<file path="src/rtl/clock_pkg.sv">
// Shared definitions for the clock's display path: scan states, blank code,
// and the divider arithmetic used to derive cycle counts from frequencies.
package clock_pkg;

  typedef enum logic [1:0] {
    ST_IDLE = 2'd0,
    ST_DEAD = 2'd1,
    ST_SHOW = 2'd2
  } scan_state_e;

  localparam logic [6:0] SEG_BLANK = 7'h00;

  // DWELL = calc_div(CLK_HZ, SCAN_HZ); HALF = calc_div(CLK_HZ, 2*BLINK_HZ)
  function automatic int calc_div(input int clk_hz, input int rate_hz);
    return clk_hz / rate_hz;
  endfunction

endpackage

</file>
<file path="src/rtl/seg_scan_driver_pulse_divider.sv">
// Free-running prescaler: one-cycle tick every DIV cycles, counter returns to
// zero on the tick cycle.
module pulse_divider #(
  parameter int DIV = 2
) (
  input  logic clk,
  input  logic rst_n,
  output logic tick
);

  localparam int W = (DIV > 1) ? $clog2(DIV) : 1;

  logic [W-1:0] cnt_q, cnt_d;

  assign tick = (cnt_q == W'(DIV - 1));

  always_comb begin
    cnt_d = cnt_q + W'(1);
    if (tick) cnt_d = '0;
  end

  always_ff @(posedge clk) begin
    if (!rst_n) cnt_q <= '0;
    else        cnt_q <= cnt_d;
  end

endmodule

</file>
<file path="src/rtl/seg_scan_driver.sv">
// Time-multiplexes four seven-segment codes onto one shared bus with one-hot
// digit selects, dead time between digits, and per-digit blinking.
module seg_scan_driver
  import clock_pkg::*;
#(
  parameter int CLK_HZ         = 1000000,
  parameter int SCAN_HZ        = 1000,
  parameter int DEAD_CYCLES    = 20,
  parameter int BLINK_HZ       = 2,
  parameter int OUT_ACTIVE_LOW = 1
) (
  input  logic       CLK_1M,
  input  logic       clr_n,
  input  logic       enable,
  input  logic [6:0] seg_in0,
  input  logic [6:0] seg_in1,
  input  logic [6:0] seg_in2,
  input  logic [6:0] seg_in3,
  input  logic [3:0] blink_mask,
  output logic [6:0] seg_out,
  output logic [3:0] dig_sel,
  output logic       frame_tick
);

  localparam int DWELL = calc_div(CLK_HZ, SCAN_HZ);
  localparam int HALF  = calc_div(CLK_HZ, 2 * BLINK_HZ);
  localparam int CW    = $clog2(DWELL);

  localparam logic [CW-1:0] DEAD_LAST = CW'(DEAD_CYCLES - 1);
  localparam logic [CW-1:0] SLOT_LAST = CW'(DWELL - 1);

  localparam logic [6:0] SEG_IDLE_PIN = (OUT_ACTIVE_LOW != 0) ? ~SEG_BLANK : SEG_BLANK;
  localparam logic [3:0] DIG_IDLE_PIN = (OUT_ACTIVE_LOW != 0) ? 4'hF : 4'h0;

  scan_state_e   state_q, state_d;
  logic [CW-1:0] cnt_q, cnt_d;
  logic [1:0]    idx_q, idx_d;
  logic [6:0]    snap_q, snap_d;
  logic          phase_q, phase_d;
  logic [6:0]    seg_q, seg_d;
  logic [3:0]    dig_q, dig_d;
  logic          tick_q, tick_d;

  logic          blink_tick;
  logic [6:0]    seg_sel;
  logic [6:0]    seg_act;
  logic [3:0]    dig_act;

  pulse_divider #(.DIV(HALF)) u_blink_div (
    .clk   (CLK_1M),
    .rst_n (clr_n),
    .tick  (blink_tick)
  );

  always_comb begin
    case (idx_q)
      2'd0:    seg_sel = seg_in0;
      2'd1:    seg_sel = seg_in1;
      2'd2:    seg_sel = seg_in2;
      default: seg_sel = seg_in3;
    endcase
  end

  always_comb begin
    state_d = state_q;
    cnt_d   = cnt_q;
    idx_d   = idx_q;
    snap_d  = snap_q;
    tick_d  = 1'b0;
    phase_d = phase_q ^ blink_tick;

    case (state_q)
      ST_IDLE: begin
        if (enable) begin
          state_d = ST_DEAD;
          cnt_d   = '0;
          idx_d   = 2'd0;
        end
      end
      ST_DEAD: begin
        cnt_d = cnt_q + CW'(1);
        if (cnt_q == DEAD_LAST) begin
          state_d = ST_SHOW;
          snap_d  = seg_sel;
        end
      end
      ST_SHOW: begin
        cnt_d = cnt_q + CW'(1);
        if (cnt_q == SLOT_LAST) begin
          state_d = ST_DEAD;
          cnt_d   = '0;
          idx_d   = idx_q + 2'd1;
          tick_d  = (idx_q == 2'd3);
        end
      end
      default: state_d = ST_IDLE;
    endcase

    if (!enable) begin
      state_d = ST_IDLE;
      cnt_d   = '0;
      idx_d   = 2'd0;
      tick_d  = 1'b0;
    end

    // Outputs are built from next-state values so the pins line up with the state.
    seg_act = SEG_BLANK;
    dig_act = 4'h0;
    if (state_d == ST_SHOW) begin
      dig_act = 4'b0001 << idx_d;
      seg_act = (blink_mask[idx_d] && !phase_d) ? SEG_BLANK : snap_d;
    end
    seg_d = (OUT_ACTIVE_LOW != 0) ? ~seg_act : seg_act;
    dig_d = (OUT_ACTIVE_LOW != 0) ? ~dig_act : dig_act;
  end

  always_ff @(posedge CLK_1M) begin
    if (!clr_n) begin
      state_q <= ST_DEAD;
      cnt_q   <= '0;
      idx_q   <= 2'd0;
      snap_q  <= SEG_BLANK;
      phase_q <= 1'b1;
      seg_q   <= SEG_IDLE_PIN;
      dig_q   <= DIG_IDLE_PIN;
      tick_q  <= 1'b0;
    end else begin
      state_q <= state_d;
      cnt_q   <= cnt_d;
      idx_q   <= idx_d;
      snap_q  <= snap_d;
      phase_q <= phase_d;
      seg_q   <= seg_d;
      dig_q   <= dig_d;
      tick_q  <= tick_d;
    end
  end

  assign seg_out    = seg_q;
  assign dig_sel    = dig_q;
  assign frame_tick = tick_q;

endmodule
</file>
<file path="config.mk">
export PLATFORM = sky130hd
export DESIGN_NAME = seg_scan_driver
export DESIGN_NICKNAME = d
export VERILOG_FILES = /design/src/rtl/clock_pkg.sv /design/src/rtl/seg_scan_driver_pulse_divider.sv /design/src/rtl/seg_scan_driver.sv
export SDC_FILE = /design/constraint.sdc
export NUM_CORES = 1
export LEC_CHECK = 0
export ABC_CLOCK_PERIOD_IN_PS = 4800
export CAP_MARGIN = 20
export CORE_MARGIN = 10
export CORE_UTILIZATION = 43
export CTS_BUF_LIST = sky130_fd_sc_hd__clkbuf_16
export DETAILED_ROUTE_END_ITERATION = 12
export PLACE_DENSITY = 0.65
export SLEW_MARGIN = 10
export SYNTH_ARGS = -nofsm -noshare
export SYNTH_HDL_FRONTEND = slang
export SYNTH_SLANG_ARGS = --single-unit
</file>
<file path="constraint.sdc">
create_clock -name CLK_1M -period 4.8 [get_ports CLK_1M]
set_input_delay 0.96 -clock CLK_1M [delete_from_list [all_inputs] [get_ports CLK_1M]]
set_output_delay 0.96 -clock CLK_1M [all_outputs]
set_load 0.02 [all_outputs]
</file>
After elaboration in Yosys (flattened, before gate mapping)
Index checks and enable logic that the tools add are counted.
{"block": "op_classes", "addsub": 3, "magnitude_cmp": 1, "n_eq_ne": 9, "shifts": 1, "n_mux": 17, "n_bitwise": 4, "n_reduce_logical": 8}
{"op": "one-hot mux 10 bit (3 select lines)", "count": 1}
{"op": "2-to-1 mux 7 bit", "count": 4}
{"op": "one-hot mux 7 bit (3 select lines)", "count": 1}
{"op": "adder 18 x 1 -> 18 bit (second input constant)", "count": 1}
{"op": "equality test 18 bit (second input constant)", "count": 1}
{"op": "adder 10 x 1 -> 10 bit (second input constant)", "count": 1}
{"op": "equality test 10 bit (second input constant)", "count": 1}
{"op": "equality test 10 x 5 -> 1 bit (second input constant)", "count": 1}
{"op": "2-to-1 mux 10 bit", "count": 1}
{"op": "2-to-1 mux 2 bit", "count": 5}
{"op": "equality test 2 bit (second input constant)", "count": 4}
{"op": "inverter 7 bit", "count": 1}
{"op": "one-hot mux 2 bit (3 select lines)", "count": 1}
{"op": "equality test 2 x 1 -> 1 bit (second input constant)", "count": 2}
{"op": "logical NOT 2 bit", "count": 2}
{"op": "2-to-1 mux 4 bit", "count": 1}
{"op": "inverter 4 bit", "count": 1}
{"op": "one-hot mux 2 bit (2 select lines)", "count": 1}
{"op": "AND reduction 4 bit", "count": 1}
{"op": "left shift 1 x 2 -> 4 bit (first input constant)", "count": 1}
{"op": "< comparator 2 x 3 -> 1 bit (second input constant)", "count": 1}
{"op": "nonzero test 3 bit", "count": 1}
{"op": "adder 2 x 1 -> 2 bit (second input constant)", "count": 1}
{"op": "binary-select mux 1 bit (select 2 bit)", "count": 1}
{"op": "7 further kinds", "count": 7}
{"block": "word_totals", "regBits": 52, "inputBits": 35, "output_inout_bits": 12, "wordCells": 52}

Logic depth before layout (Yosys ltp)
Gate-level depths: netlist of the first run.
{"block": "depth", "depth_word": 10, "depth_mapped": 7}

By module
A second synthesis of the first run with hierarchy kept.
{"block": "hier_totals", "hier_cells": 280, "hier_area_um2": 2567.5}
{"mod": "seg_scan_driver", "instances": 1, "cells_per_inst": 189, "area_per_inst_um2": 1761.7}
{"mod": "pulse_divider", "instances": 1, "cells_per_inst": 91, "area_per_inst_um2": 805.8}

Worst setup path after synthesis of the first run
Ideal clock, no wire load.
{"block": "synth_path", "path_kind": "input to register", "start": "input enable", "end": "register seg_q[4], in the netlist seg_out[4]", "t_arrival_ns": 2.105, "required_time_ns": 4.653, "setup_slack_ns": 2.549, "stages": 5, "n_path_buf": 1, "path_cell_list": "clkbuf_1 -> o211ai_1 -> mux2_4 -> o311ai_4 -> o211ai_1"}
{"block": "synth_via", "elab_chain_len": 7, "elab_cells_between_ends": 9}
{"item": "start: declaration", "line_no": "seg_scan_driver.sv:14", "text": "input logic enable,"}
{"item": "2-to-1 mux 2 bit", "line_no": "seg_scan_driver.sv:99", "text": "if (!enable) begin"}
{"item": "binary-select mux 1 bit (select 2 bit)", "line_no": "seg_scan_driver.sv:111", "text": "seg_act = (blink_mask[idx_d] && !phase_d) ? SEG_BLANK : snap_d;"}
{"item": "2-to-1 mux 1 bit (implied by the code)", "line_no": "seg_scan_driver.sv:111"}
{"item": "logical AND 1 bit", "line_no": "seg_scan_driver.sv:111"}
{"item": "2-to-1 mux 7 bit", "line_no": "seg_scan_driver.sv:111"}
{"item": "2-to-1 mux 7 bit *", "line_no": "seg_scan_driver.sv:109", "text": "if (state_d == ST_SHOW) begin"}
{"item": "inverter 7 bit *", "line_no": "seg_scan_driver.sv:113", "text": "seg_d = (OUT_ACTIVE_LOW != 0) ? ~seg_act : seg_act;"}
{"item": "end signal: assignment", "line_no": "seg_scan_driver.sv:133", "text": "seg_q <= seg_d;"}
{"item": "end: declaration", "line_no": "seg_scan_driver.sv:40", "text": "logic [6:0] seg_q, seg_d;"}
Every way passes the cells marked *; elsewhere a longest branch is shown, timed or not. The select of a mux whose other input is x is not followed.
A chain may end at the register's enable or synchronous reset.

Worst setup path in the final report of the first run
Same ends and word-level chain as after synthesis.

==> results of run 1 <==
worst max-delay path: stages:
cell and delay [ns]:
clkdlybuf4s50_1 0.63, o211ai_1 0.17, mux2_4 0.33, o311ai_4 0.42, o211ai_1 0.12
state kept, by name, summed over array words and instances, names as in the netlist:
name,cells
idx_q,2
u_blink_div.cnt_q,18
phase_q,1
seg_out,7
cnt_q,10
frame_tick,1
snap_q,7
dig_sel,4
state_q,2
path summary, 6_finish.rpt:
| check | to | slack [ns] | from | cells after the start |
|---|---|---|---|---|
| worst max-delay path | seg_out[4] | 2.31 | enable | 5 |
| worst min-delay path | u_blink_div.cnt_q[0] | 0.46 | u_blink_div.cnt_q[0] | 1 |
| worst max register to register | seg_out[4] | 2.38 | state_q[0] | 7 |
| worst min register to register | u_blink_div.cnt_q[0] | 0.46 | u_blink_div.cnt_q[0] | 1 |
final cells by class:
type / instances / area share (%)
Multi-Input combinational cell: 202 / 44.79
Sequential cell: 52 / 32.49
Timing Repair Buffer: 46 / 14.37
Clock buffer: 5 / 3.905
Tap cell: 72 / 2.811
Inverter: 8 / 0.9371
Clock inverter: 3 / 0.7029
layout by cell type (no fill, tap or decap), types with 2 or more instances in the layout:
cell,netlist,routed
nor3_2,2,2
a222oi_1,7,7
and4_1,3,3
nand3b_1,3,3
inv_1,8,8
ha_1,11,11
mux2i_1,10,10
nor2_1,41,41
xnor2_1,8,8
and2_1,3,3
xor2_1,17,17
o21ai_0,9,9
nand4_1,9,9
o21ai_1,2,2
clkdlybuf4s50_1,0,46
o211ai_1,8,8
nor4_1,3,3
nor4_2,2,2
nand2b_1,2,2
nand3_1,11,11
and3_1,4,4
nor2b_1,2,2
nor3b_1,2,2
nand2_1,21,21
clkbuf_16,0,5
dfxtp_1,52,52
through the flow:
step	setup WS (ns)	hold slack, ns	cell area, sq um	instances
after detailed placement	2.004	0.4497	3057	380
after floorplan	2.549	0.4261	2522	266
final	2.314	0.4576	3204	388
after global placement	2.039	0.4417	3057	380
after global routing	2.202	0.4973	3204	388
after CTS	2.310	0.4638	3204	388
cells by family (layout without fill, tap and decap cells):
family / count (synthesis) / in the layout / share of synthesized area [%]
AOI/OAI and AO/OA: 42 / 42 / 14.24
xor gates and xnor gates: 25 / 25 / 8.681
adders and majority gates: 11 / 11 / 5.456
buffers and inverters: 12 / 62 / 1.835
DFF: 52 / 52 / 41.27
muxes: 11 / 11 / 4.563
and+or+nand+nor: 113 / 113 / 23.96
power by group:
part | switching (mW) | total, mW | internal (mW) | leakage (nW)
Sequential | 0.00323 | 0.438 | 0.435 | 0.420
Combinational | 0.0220 | 0.0555 | 0.0335 | 0.712
Clock | 0.162 | 0.357 | 0.195 | 0.0742
Total | 0.187 | 0.850 | 0.663 | 1.21
layer usage:
layer  up-vias  share of wire (%)  GRT usage (%)
li1       1061                  -              -
met5         -                  0              0
met1       954                 47          16.56
met3         7                4.0          3.084
met4         0                1.6          5.327
met2        30                 47          19.65
==> run metrics, run 1 <==
first-pass GRT wire length 9515 um; Worst-path clk slew 0.07 ns; Setup CP Type primary input to flop; core area 5608 sq um; pin count of the biggest net entering global routing 18; number of nets in the layout 361; CTS H-tree depth 2; # diodes 0; sequential-to-total area share from yosys stat 41.27%; remaining global-route overflow 0; initial antenna violation count 0; starting density of the core 44.98%; via count 2052; Worst Tran Pin Value 0.5667 ns; initial drt markers 93; post-CTS sizing 0; Global Route Usage Sum 12.72%; root buf cell clkbuf_16; CTS tree yes; DR pass1 iterations 4; top cells by area, synth dfxtp_1 41%, nor2_1 6.1%, xor2_1 5.9%; outcome finished, final reports clean; Routed Antenna Nets 0; I/O Buffers 46; Inserted Clock Buffers 5; VDD IR max 0.1662 mV; Pleak 1.206 nW; CP startpoint kind primary input; ys async rst share 0%; final count of hold timing violations 0; Hold Crit Class flop to flop; gpl congestion 0.8780; TNS Setup 0 ns; Die X 96.59 um; Mean Syn Cell Area 9.483 sq um; register bit total from synthesis 52; RSZ-0062 raised after global routing no; post-layout util 57.14%; die area 9330 sq um; most numerous cell in the Yosys netlist dfxtp_1; final setup vio count 0; clk sinks 52; Ys Warns 0; Mapped Cells 266; vias per cell 5.289; Tmin final 2.486 ns; Critical Path Fanout Max 8; ratio of cells with drive above 1 in the final layout 6.329%; top_reg_cell synth dfxtp_1; Worst Setup End Kind flop; area of all sequential standard cells 1041 sq um; Worst-Skew Late Latency 0.29 ns; fillers 503; top-area cell type share of the netlist area 41.27%; WP data arrival 2.63 ns; Setup Skew 0.007048 ns; Avg WL per Cell 15.04 um; final wirelength 5836 um; Multi-input gate area 1435 sq um; Post-Syn Area 2522 sq um; leading area contributor after synthesis dfxtp_1; total power density per cell area 265.4 nW/um^2; CTS Buffer Depth 2; Post-synth EDFFs 0; post-CTS setup buffer count 0; Slew HR 62.14%; IO Pins 47; vias in the first global route 1954; Layout area overhead 27.03%; final period utilization 51.79%; Commonest cells post-synth 52 x dfxtp_1, 41 x nor2_1, 21 x nand2_1; Worst EP required 4.95 ns; PnR Total Power 0.8503 mW; MaxCap Viol Count 0; Row Count 27; Die Y 96.59 um; Final Slew Violations 0; hpwl dp 4568 um; hold_buf cts 0; DR DRC count 0; Unique masters post-synth 48; post-synth net total 312; Peak Freq 0.4023 GHz
Note: power is estimated with default switching activity, not from simulation.
==> run 2: changes to the inputs <==
--- a/config.mk
+++ b/config.mk
@@ -5,7 +5,7 @@
 export SDC_FILE = /design/constraint.sdc
 export NUM_CORES = 1
 export LEC_CHECK = 0
-export ABC_CLOCK_PERIOD_IN_PS = 4800
+export ABC_CLOCK_PERIOD_IN_PS = 2500
 export CAP_MARGIN = 20
 export CORE_MARGIN = 10
 export CORE_UTILIZATION = 43
==> constraint.sdc (replaced) <==
create_clock -name CLK_1M -period 2.5 [get_ports CLK_1M]
set_input_delay 0.5 -clock CLK_1M [delete_from_list [all_inputs] [get_ports CLK_1M]]
set_output_delay 0.5 -clock CLK_1M [all_outputs]
set_load 0.02 [all_outputs]
==> run 2 against run 1 <==
Non-clock buffer count grew 5. Count of clock-buffer cells in the layout unchanged. Cell count rose by 1.3%. Critical path type is now flop to flop. Largest power group unchanged. Critical endpoint unchanged. Largest cell class unchanged. Die area did not move. Clock skew is 0.0012 ns higher. Highest routed layer unchanged. First-iteration DRC count rose by 2.2%. Wire length is 2.1% lower.
==> run metrics, run 2 (synthesized netlist as in run 1, its figures left out) <==
hpwl dp 4387 um (was 4568 um); root buf cell clkbuf_16 (unchanged); Final Slew Violations 0 (unchanged); Die X 96.59 um (unchanged); total power density per cell area 527.5 nW/um^2 (was 265.4 nW/um^2); final period utilization 87.97%; Row Count 27 (unchanged); Hold Crit Class flop to flop (unchanged); Pleak 1.241 nW (was 1.206 nW); Slew HR 62.85% (was 62.14%); CTS tree yes (unchanged); via count 2043 (was 2052); clk sinks 52 (unchanged); number of flip-flops in the largest register 18 (unchanged); Fin Hold WS 0.4654 ns (was 0.4576 ns); Worst Tran Pin Value 0.5560 ns (was 0.5667 ns); Routed Antenna Nets 0 (unchanged); remaining global-route overflow 0 (unchanged); Die Y 96.59 um (unchanged); TNS Setup 0 ns (unchanged); most used cell, CP o211ai_1 (unchanged); I/O Buffers 46 (unchanged); starting density of the core 44.98% (unchanged); Tmin final 2.199 ns; CTS Buffer Depth 2 (unchanged); Worst-path clk slew 0.07 ns (about the same); CP max stage cell a211oi_4 (was clkdlybuf4s50_1); vias in the first global route 1890 (was 1954); outcome finished, final reports clean (unchanged); Inserted Clock Buffers 5 (unchanged); Max stage delay on crit path 0.45 ns (was 0.63 ns); post-CTS sizing 0 (unchanged); ratio of cells with drive above 1 in the final layout 7.788% (was 6.329%); hold_buf cts 0 (unchanged); DR DRC count 0 (unchanged); final count of hold timing violations 0 (unchanged); core area 5608 sq um (unchanged); vias per cell 5.198 (was 5.289); gpl congestion 0.7827 (was 0.8780); PnR Total Power 1.723 mW (was 0.8503 mW); initial antenna violation count 0 (unchanged); CP startpoint kind flop (was primary input); most flop-heavy register u_blink_div.cnt_q (unchanged); die area 9330 sq um (unchanged); Avg WL per Cell 14.54 um (was 15.04 um); IO Pins 47 (unchanged); WP buf/inv 2 (was 1); Layout area overhead 29.51% (was 27.03%); MaxCap Viol Count 0 (unchanged); family with the most delay on the worst path compound AO/OA/AOI/OAI gates (unchanged); initial drt markers 95 (was 93); most frequent cells in the layout 52 x dfxtp_1, 46 x clkdlybuf4s50_1, 41 x nor2_1 (unchanged); Top Registers u_blink_div.cnt_q x18, cnt_q x10 (unchanged); DR pass1 iterations 4 (unchanged); # diodes 0 (unchanged); final setup vio count 0 (unchanged); number of nets in the layout 366 (was 361); VDD IR max 0.3509 mV (was 0.1662 mV); Setup CP Type flop to flop (was primary input to flop); commonest non-fill, non-tap cell in the layout dfxtp_1 (unchanged); final wirelength 5716 um (was 5836 um); Global Route Usage Sum 12.47% (was 12.72%); Worst-Skew Late Latency 0.29 ns (about the same); first-pass GRT wire length 9273 um (was 9515 um); pin count of the biggest net entering global routing 18 (unchanged); Setup Skew 0.008285 ns (was 0.007048 ns); RSZ-0062 raised after global routing no (unchanged); Critical Path Fanout Max 7 (was 8); CP cell instances inv_1, ha_1, buf_4, o21ai_0, o211ai_1, a211oi_4, o211ai_1 (was clkdlybuf4s50_1, o211ai_1, mux2_4, o311ai_4, o211ai_1); Worst Setup End Kind flop (unchanged); Worst EP required 2.65 ns (was 4.95 ns); WP data arrival 2.35 ns (was 2.63 ns); CTS H-tree depth 2 (unchanged); Peak Freq 0.4547 GHz; post-CTS setup buffer count 0 (unchanged)
==> run 2: final cells by class <==
cell class                      count  area, sq um
Inverter                            8        30.03
Tap cell                           72        90.09
Clock buffer                        5        125.1
Clock inverter                      3        47.55
Multi-Input combinational cell    202         1435
Fill cell                         549         2341
Sequential cell                    52         1041
Timing Repair Buffer               51        498.0
==> run 2: power by group <==
part | total (mW) | switching, mW | internal (mW)
combinational | 0.108 | 0.0423 | 0.0659
sequential | 0.841 | 0.00635 | 0.835
clock | 0.774 | 0.299 | 0.475
total | 1.72 | 0.347 | 1.38
==> run 2: per-stage QoR <==
| step | util (%) | cells | area, sq um | setup WS, ns |
|---|---|---|---|---|
| 3_5_place_dp | 55.18 | 385 | 3094 | 0.1671 |
| 4_1_cts | 58.26 | 393 | 3267 | 0.2883 |
| 5_1_grt | 58.26 | 393 | 3267 | 0.04003 |
| 2_1_floorplan | - | 266 | 2522 | 0.4110 |
| 6_report | 58.26 | 393 | 3267 | 0.3007 |
| 3_3_place_gp | 55.18 | 385 | 3094 | 0.2019 |
==> run 2: path summary, 6_finish.rpt <==
path	startpoint	end	slack, ns	cells after the start
hold reg to reg	u_blink_div.cnt_q[0]	u_blink_div.cnt_q[0]	0.47	1
hold / removal	u_blink_div.cnt_q[0]	u_blink_div.cnt_q[0]	0.47	1
setup / recovery	state_q[0]	seg_out[4]	0.30	7
setup reg to reg	state_q[0]	seg_out[4]	0.30	7
==> run 2: layer usage <==
layer / vias to the layer above / GRT usage (%) / wire length [um]
met4: 0 / 3.269 / 56
met3: 6 / 4.009 / 275
li1: 1071 / - / -
met5: - / 0 / 0
met2: 36 / 19.82 / 2850
met1: 930 / 15.93 / 2534
==> run 2: worst register-to-register path: cells and delay by family (launching register included) <==
kind,cells,cell delay [ns]
buffers and inverters,2,0.25
flip-flops,1,0.42
adder cells (fa/ha/maj),1,0.22
AO/OA/AOI/OAI,4,1.16
